--- config.mk ---
export PLATFORM = sky130hd
export DESIGN_NAME = stage_pipe_reg
export DESIGN_NICKNAME = d
export VERILOG_FILES = /design/src/rtl/stage_pipe_reg.sv
export SDC_FILE = /design/constraint.sdc
export NUM_CORES = 1
export LEC_CHECK = 0
export ABC_AREA = 1
export BUFFER_PORTS_ARGS = -buffer_cell sky130_fd_sc_hd__buf_2
export CORE_MARGIN = 2
export CORE_UTILIZATION = 50
export CTS_CLUSTER_SIZE = 25
export DETAILED_ROUTE_END_ITERATION = 8
export PLACE_DENSITY = 0.76
export SLEW_MARGIN = 30
export SYNTH_ARGS = -nofsm -noshare
export SYNTH_HDL_FRONTEND = slang
export SYNTH_SLANG_ARGS = --single-unit
--- constraint.sdc ---
create_clock -name clk -period 1.9 [get_ports clk]
set_clock_uncertainty 0.2 [all_clocks]
set_input_delay 0.095 -clock clk [delete_from_list [all_inputs] [get_ports clk]]
set_output_delay 0.095 -clock clk [all_outputs]
set_load 0.03 [all_outputs]
--- src/rtl/stage_pipe_reg.sv ---
// Inter-stage pipeline register: DEPTH-entry skid FIFO with valid/ready handshake and flush.
// Optional stall/bubble statistics counters are enabled by defining STAGE_PIPE_REG_STAT_EN.
module stage_pipe_reg #(
    parameter int WIDTH = 128,
    parameter int DEPTH = 2
) (
    input  logic                         clk,
    input  logic                         rstN,
    input  logic                         inValid,
    output logic                         inReady,
    input  logic [WIDTH-1:0]             inData,
    output logic                         outValid,
    input  logic                         outReady,
    output logic [WIDTH-1:0]             outData,
    input  logic                         flush,
    output logic [$clog2(DEPTH+1)-1:0]   occupancy
`ifdef STAGE_PIPE_REG_STAT_EN
    ,
    output logic [31:0]                  stallCycles,
    output logic [31:0]                  bubbleCycles
`endif
);

    localparam int CW = $clog2(DEPTH + 1);
    localparam int PW = (DEPTH > 1) ? $clog2(DEPTH) : 1;
    localparam logic [CW-1:0] DEPTH_C  = CW'(DEPTH);
    localparam logic [PW-1:0] LAST_PTR = PW'(DEPTH - 1);

    logic [WIDTH-1:0] entry_r [DEPTH];
    logic [PW-1:0]    rd_ptr_r;
    logic [PW-1:0]    wr_ptr_r;
    logic [CW-1:0]    occ_r;
    logic [CW-1:0]    occ_next_s;
    logic             in_ready_r;
    logic             out_valid_r;
    logic             push_s;
    logic             pop_s;

    // Pointers wrap by compare-and-reset so non-power-of-two depths work.
    function automatic logic [PW-1:0] ptr_inc(input logic [PW-1:0] p);
        logic [PW-1:0] n;
        if (p == LAST_PTR) begin
            n = {PW{1'b0}};
        end else begin
            n = p + PW'(1'b1);
        end
        return n;
    endfunction

    assign push_s    = inValid & in_ready_r & ~flush;
    assign pop_s     = out_valid_r & outReady & ~flush;
    assign inReady   = in_ready_r;
    assign outValid  = out_valid_r;
    assign occupancy = occ_r;
    assign outData   = entry_r[rd_ptr_r];

    // Next occupancy: flush wins, simultaneous push/pop leaves it unchanged.
    always_comb begin
        occ_next_s = occ_r;
        if (flush) begin
            occ_next_s = {CW{1'b0}};
        end else if (push_s && !pop_s) begin
            occ_next_s = occ_r + CW'(1'b1);
        end else if (pop_s && !push_s) begin
            occ_next_s = occ_r - CW'(1'b1);
        end else begin
            occ_next_s = occ_r;
        end
    end

    // Control state; ready/valid are registered copies derived from next occupancy.
    always_ff @(posedge clk or negedge rstN) begin
        if (!rstN) begin
            occ_r       <= {CW{1'b0}};
            in_ready_r  <= 1'b1;
            out_valid_r <= 1'b0;
            rd_ptr_r    <= {PW{1'b0}};
            wr_ptr_r    <= {PW{1'b0}};
        end else begin
            occ_r       <= occ_next_s;
            in_ready_r  <= (occ_next_s < DEPTH_C);
            out_valid_r <= (occ_next_s != {CW{1'b0}});
            if (flush) begin
                rd_ptr_r <= {PW{1'b0}};
                wr_ptr_r <= {PW{1'b0}};
            end else begin
                if (push_s) begin
                    wr_ptr_r <= ptr_inc(wr_ptr_r);
                end
                if (pop_s) begin
                    rd_ptr_r <= ptr_inc(rd_ptr_r);
                end
            end
        end
    end

    // Payload storage; flush leaves contents untouched since push is masked.
    always_ff @(posedge clk or negedge rstN) begin
        if (!rstN) begin
            for (int i = 0; i < DEPTH; i++) begin
                entry_r[i] <= {WIDTH{1'b0}};
            end
        end else if (push_s) begin
            entry_r[wr_ptr_r] <= inData;
        end
    end

`ifdef STAGE_PIPE_REG_STAT_EN
    logic [31:0] stall_cnt_r;
    logic [31:0] bubble_cnt_r;

    assign stallCycles  = stall_cnt_r;
    assign bubbleCycles = bubble_cnt_r;

    // Saturating statistics; intentionally survive flush.
    always_ff @(posedge clk or negedge rstN) begin
        if (!rstN) begin
            stall_cnt_r  <= 32'd0;
            bubble_cnt_r <= 32'd0;
        end else begin
            if (inValid && !in_ready_r && !flush && (stall_cnt_r != 32'hFFFF_FFFF)) begin
                stall_cnt_r <= stall_cnt_r + 32'd1;
            end
            if (!out_valid_r && outReady && (bubble_cnt_r != 32'hFFFF_FFFF)) begin
                bubble_cnt_r <= bubble_cnt_r + 32'd1;
            end
        end
    end
`endif

endmodule

# After elaboration in Yosys (flattened, before gate mapping)
# Index checks and enable logic that the tools add are counted.
totals:
  register_bits: 262
  output_inout_bits: 132
classes:
  add_sub_neg: 4
  order_cmp: 4
  n_mux: 15
  bitwise_logic: 7
  n_reduce_logical: 8
op_table:
  columns: ["operator", "count"]
  rows:
  - ["128-bit 2-to-1 mux", 4]
  - ["256-bit bitwise mux", 1]
  - ["128-bit demux with 1-bit select", 1]
  - ["1-bit 2-to-1 mux", 6]
  - ["2-bit 2-to-1 mux", 3]
  - ["2-bit nonzero test", 3]
  - ["1-bit bitwise AND", 4]
  - ["2-bit greater-or-equal comparator (second input constant)", 2]
  - ["1-bit NOT with 2-bit output", 2]
  - ["1-bit logical AND", 3]
  - ["1-bit adder (second input constant)", 2]
  - ["2-bit by 1-bit adder with 2-bit output (second input constant)", 1]
  - ["1-bit zero test", 2]
  - ["2-bit by 1-bit < comparator with 1-bit output (second input constant)", 1]
  - ["2-bit < comparator (second input constant)", 1]
  - ["2-bit by 1-bit subtractor with 2-bit output (second input constant)", 1]
  - ["1-bit NOT", 1]

# Logic depth before layout (Yosys ltp)
depth:
  depth_word: 8
  ltp_mapped: 8
  depth_no_buf: 8

# Worst setup path after synthesis
# OpenSTA, ideal clock, no wires.
synth_path:
  path_type: "reg-to-reg"
  startpoint: "reg in_ready_r (netlist: inReady)"
  endpoint: "reg entry_r[204] (netlist bit)"
  setup_time_ns: 0.130
  arrival_time_ns: 1.292
  t_required_ns: 1.570
  setup_slack_ns: 0.278
  path_stages_with_launch: 8
  path_buffers: 2
  period_less_slack_ns: 1.622
  path_cell_list: "dfstp_2 -> nand2_2 -> clkinv_4 -> nand3b_4 -> buf_6 -> buf_6 -> nand2_1 -> o21ai_0"
synth_between:
  elab_chain_cells: 2
synth_rtl:
  columns: ["item", "line", "text"]
  rows:
  - ["start, declared", "34", "logic in_ready_r;"]
  - ["start signal, assigned", "81", "in_ready_r <= (occ_next_s < DEPTH_C);"]
  - ["1-bit bitwise AND (2 in series)", "50", "assign push_s = inValid & in_ready_r & ~flush;"]
  - ["end signal, assigned by index", "101", "entry_r[i] <= {WIDTH{1'b0}};"]
  - ["end signal, assigned by index", "104", "entry_r[wr_ptr_r] <= inData;"]
  - ["end, declared", "29", "logic [WIDTH-1:0] entry_r [DEPTH];"]
# No other way between the ends.
# A chain may end at the register's enable or synchronous reset.

# Final worst setup path
layout_path:
  startpoint: "reg rd_ptr_r"
  endpoint: "out outData[32]"
layout_between:
  elab_chain_cells: 4
layout_rtl:
  columns: ["item", "line", "text"]
  rows:
  - ["start, declared", "30", "logic [PW-1:0] rd_ptr_r;"]
  - ["start signal, assigned", "77", "rd_ptr_r <= {PW{1'b0}};"]
  - ["start signal, assigned", "84", "rd_ptr_r <= {PW{1'b0}};"]
  - ["start signal, assigned", "91", "rd_ptr_r <= ptr_inc(rd_ptr_r);"]
  - ["1-bit NOT with 2-bit output (implied by the code)", "55", "assign outData = entry_r[rd_ptr_r];"]
  - ["128-bit 2-to-1 mux (implied by the code) (3 in series)", "55", null]
  - ["end, declared", "14", "output logic [WIDTH-1:0] outData,"]
# No other way between the ends. The select of a mux whose other input is x is not followed.

==> impl_metrics.csv <==
group,metric,value,unit
die,ioPinCount,265,
run_status,outcome,"complete, but fails checks",
synth,syn_area_per_cell,8.53,sq um
place,io_buffers,264,
route,wirelength,35.9,mm
power_and_ir_drop,power_density,1190,nW/um^2
power_and_ir_drop,switchingPower,7000,uW
synth,synth_area,11900,sq um
global_route,grt_usage,0.270,
worst_setup_path,worst_path_most_repeated_cell,"nand2_2",
route,ant_nets,0,
synth,synthCells,1399,
timing,slew_headroom,0.683,
clock_network,clk_pin_slew,0.06,ns
worst_setup_path,cp.arrival,1.78,ns
route,dr.pass1.iters,5,
synth,ys_ff_latch,262,
die,die_width,159,um
die,dieArea,25100,sq um
flow_run,drv_cap,0,
clock_network,cts_max_level,1,
clock_network,tritoncts,"yes",
synth,yosysTopAreaCell,"dfrtp_1",
timing,slew_viol_final,0,
timing,worst_pin_slew,0.475,ns
synth,yosys_warnings,0,
worst_setup_path,critPathMaxStageDelay,0.55,ns
die,dieHeight,159,um
hold_path,hold_path.class,"in -> reg",
worst_setup_path,required,1.60,ns
cells_and_area,area_growth_syn_to_layout,41.2,%
cells_and_area,seqCellArea,6560,sq um
timing,post-route-period-util,1.09,
cells_and_area,drive_gt1_frac,0.289,
power_and_ir_drop,sequentialPowerShare,0.392,
synth,yosysMostFrequentCell,"nand2_1",
synth,synth_common_cells,"650 x nand2_1, 261 x dfrtp_1, 132 x inv_1",
global_route,grt_pass1_vias,11000,
worst_setup_path,crit_path_end_kind,"output port",
worst_setup_path,worst-path-buf-inv,4,
route,via_count,11000,
synth,synth.area.top_cells,"dfrtp_1 55%, nand2_1 20%, o21ai_2 7.3%, o21ai_1 5.2%, inv_1 4.1%",
power_and_ir_drop,pwr-share-clk,0.275,
cells_and_area,fin_util,0.718,
timing,post-route-min-period,2.08,ns
die,initial_core_util,0.509,
worst_setup_path,critical_path_class,"reg -> out",
power_and_ir_drop,p_leak,0.00895,uW
synth,synth_nets,1532,
route,drt_iter0_markers,755,
worst_setup_path,worstPathMaxFanout,6,
worst_setup_path,path_cells,"inv_12 -> buf_12 -> clkbuf_16 -> nand2_2 -> nand2_2 -> buf_6",
route,wl_per_cell,16.9,um
cells_and_area,nNetsFinal,1916,
timing,fmax,482,MHz
synth,synth-seq-area-share,0.549,
global_route,antenna_found_initial,1,
global_route,grt_pass1_wl,53.8,mm
place,globalplace.congestion,0.788,
clock_network,cts_max_path_buffers,3,
worst_setup_path,slowest_stage,"dfrtp_4",
run_status,failed_checks,"negative setup slack",
timing,setup_tns,-14.12,ns
synth,async_reset_ff_frac,1.00,
clock_network,root_buffer,"clkbuf_16",
timing,finalWorstSetupSlack,-0.176,ns
global_route,grt_remaining_overflow,0,
power_and_ir_drop,ir_drop,732,uV
die,row_count,56,
synth,synth_flop_cell,"dfrtp_1",
timing,rsz0062_at_grt,"true",
power_and_ir_drop,combPwrFrac,0.333,
timing,hold_viol,0,
cells_and_area,multi_input_area,4360,sq um
power_and_ir_drop,swShare,0.349,
route,vias_per_cell,5.19,
power_and_ir_drop,p_int,13100,uW
cells_and_area,num-fill-cells,1560,
timing,setup_viol,128,
synth,synth_edf_count,0,
synth,yosysTopAreaCellShare,0.547,
route,drc,0,
clock_network,insertion_delay,0.53,ns
worst_setup_path,cp_top_family,"flip-flops",
die,core_area,23500,sq um
global_route,grt_max_degree,85,
synth,ys_types,21,
clock_network,cts_buffers,28,
place,dp_hpwl,17.5,mm
worst_setup_path,startpoint_type,"register",
clock_network,cts.sinks,262,
through the flow:
stage | area, sq um | total power, uW | hold WS [ns] | setup slack, ns | instances
5_1_grt | 16900 | 21100 | 0.172 | -0.226 | 2124
3_5_place_dp | 13400 | 13000 | -0.175 | 0.133 | 1924
3_3_place_gp | 13400 | 12800 | -0.176 | 0.257 | 1924
6_report | 16900 | 20100 | 0.163 | -0.176 | 2124
4_1_cts | 16600 | 19700 | 0.142 | -0.190 | 2121
2_1_floorplan | 11900 | 11500 | -0.401 | 0.278 | 1399
routing by layer:
metal / global-route usage / vias up / routed length [um]
li1: - / 5102 / -
met1: 0.328 / 5215 / 13600
met2: 0.468 / 550 / 18100
met3: 0.0479 / 149 / 2470
met4: 0.129 / 0 / 1720
met5: 0 / - / 0
power by group through the flow:
stage / Clock (uW) / Combinational, uW / Sequential, uW
final: 5530 / 6680 / 7860
after global routing: 5870 / 7230 / 8010
after CTS: 5600 / 6330 / 7770
after detailed placement: 0 / 5160 / 7840
after global placement: 0 / 5060 / 7780
after floorplan: 0 / 3850 / 7680
path summary, 6_finish.rpt:
kind / startpoint / end / slack [ns] / cells after the start
max reg2reg: inReady / entry_r[122] / 0.12 / 6
max in group asynchronous: rstN / entry_r[187] / 0.44 / 4
max: rd_ptr_r / outData[32] / -0.18 / 6
min in group asynchronous: rstN / entry_r[84] / 0.40 / 3
min reg2reg: entry_r[216] / entry_r[216] / 0.28 / 2
min: inData[102] / entry_r[230] / 0.16 / 4
cells by family (layout without fill, tap and decap cells):
logic type | after synthesis | count (layout) | synth area share
buffers and inverters | 218 | 623 | 0.0997
DFF | 262 | 262 | 0.549
AOI/OAI and AO/OA | 258 | 258 | 0.140
other | 0 | 1 | 0
and+or+nand+nor | 661 | 661 | 0.212
tightest hold or removal path, cell delays in order:
cell and delay, ns:
dlygate4sd3_1 0.51, buf_2 0.09, inv_1 0.05, o21ai_2 0.11
area by class of cell:
| class | instances | share of cell area |
|---|---|---|
| Tap cell | 319 | 0.0237 |
| Inverter | 134 | 0.0309 |
| Clock buffer | 45 | 0.0525 |
| Timing Repair Buffer | 438 | 0.241 |
| Sequential cell | 262 | 0.389 |
| Antenna cell | 1 | 0.000148 |
| Clock inverter | 6 | 0.00364 |
| Multi-Input combinational cell | 919 | 0.259 |
placed cells by master, fill, tap and decap left out, types with 2 or more instances in the layout:
cell           instances
buf_6                 94
o21ai_1              124
buf_2                135
clkbuf_8              10
nand2_2               62
clkbuf_4               4
o21ai_2              100
clkbuf_16             33
clkinv_4               2
dlygate4sd3_1        133
nand3_1                5
clkinv_2               3
dfrtp_1              260
clkbuf_1               6
nand2_1              587
inv_1                131
buf_4                 43
nand2_4                2
buf_12                17
buf_16                 7
o21ai_0               33
repair_timing:
| item | 4_1_cts | 5_1_grt |
|---|---|---|
| resized for setup | 236 | 63 |
| endpoints found under the hold margin | 524 | 0 |
| buffers inserted | 6 | 0 |
| pin swaps | 0 | 11 |
| gates cloned | 7 | 5 |
| hold buffers | 133 | 0 |
| setup endpoints to repair | 128 | 128 |
state kept, by name, indices dropped and copies added (netlist names):
register	cells
entry_r	256
occupancy	2
inReady	1
outValid	1
rd_ptr_r	1
wr_ptr_r	1
(Power assumes the default switching activity.)
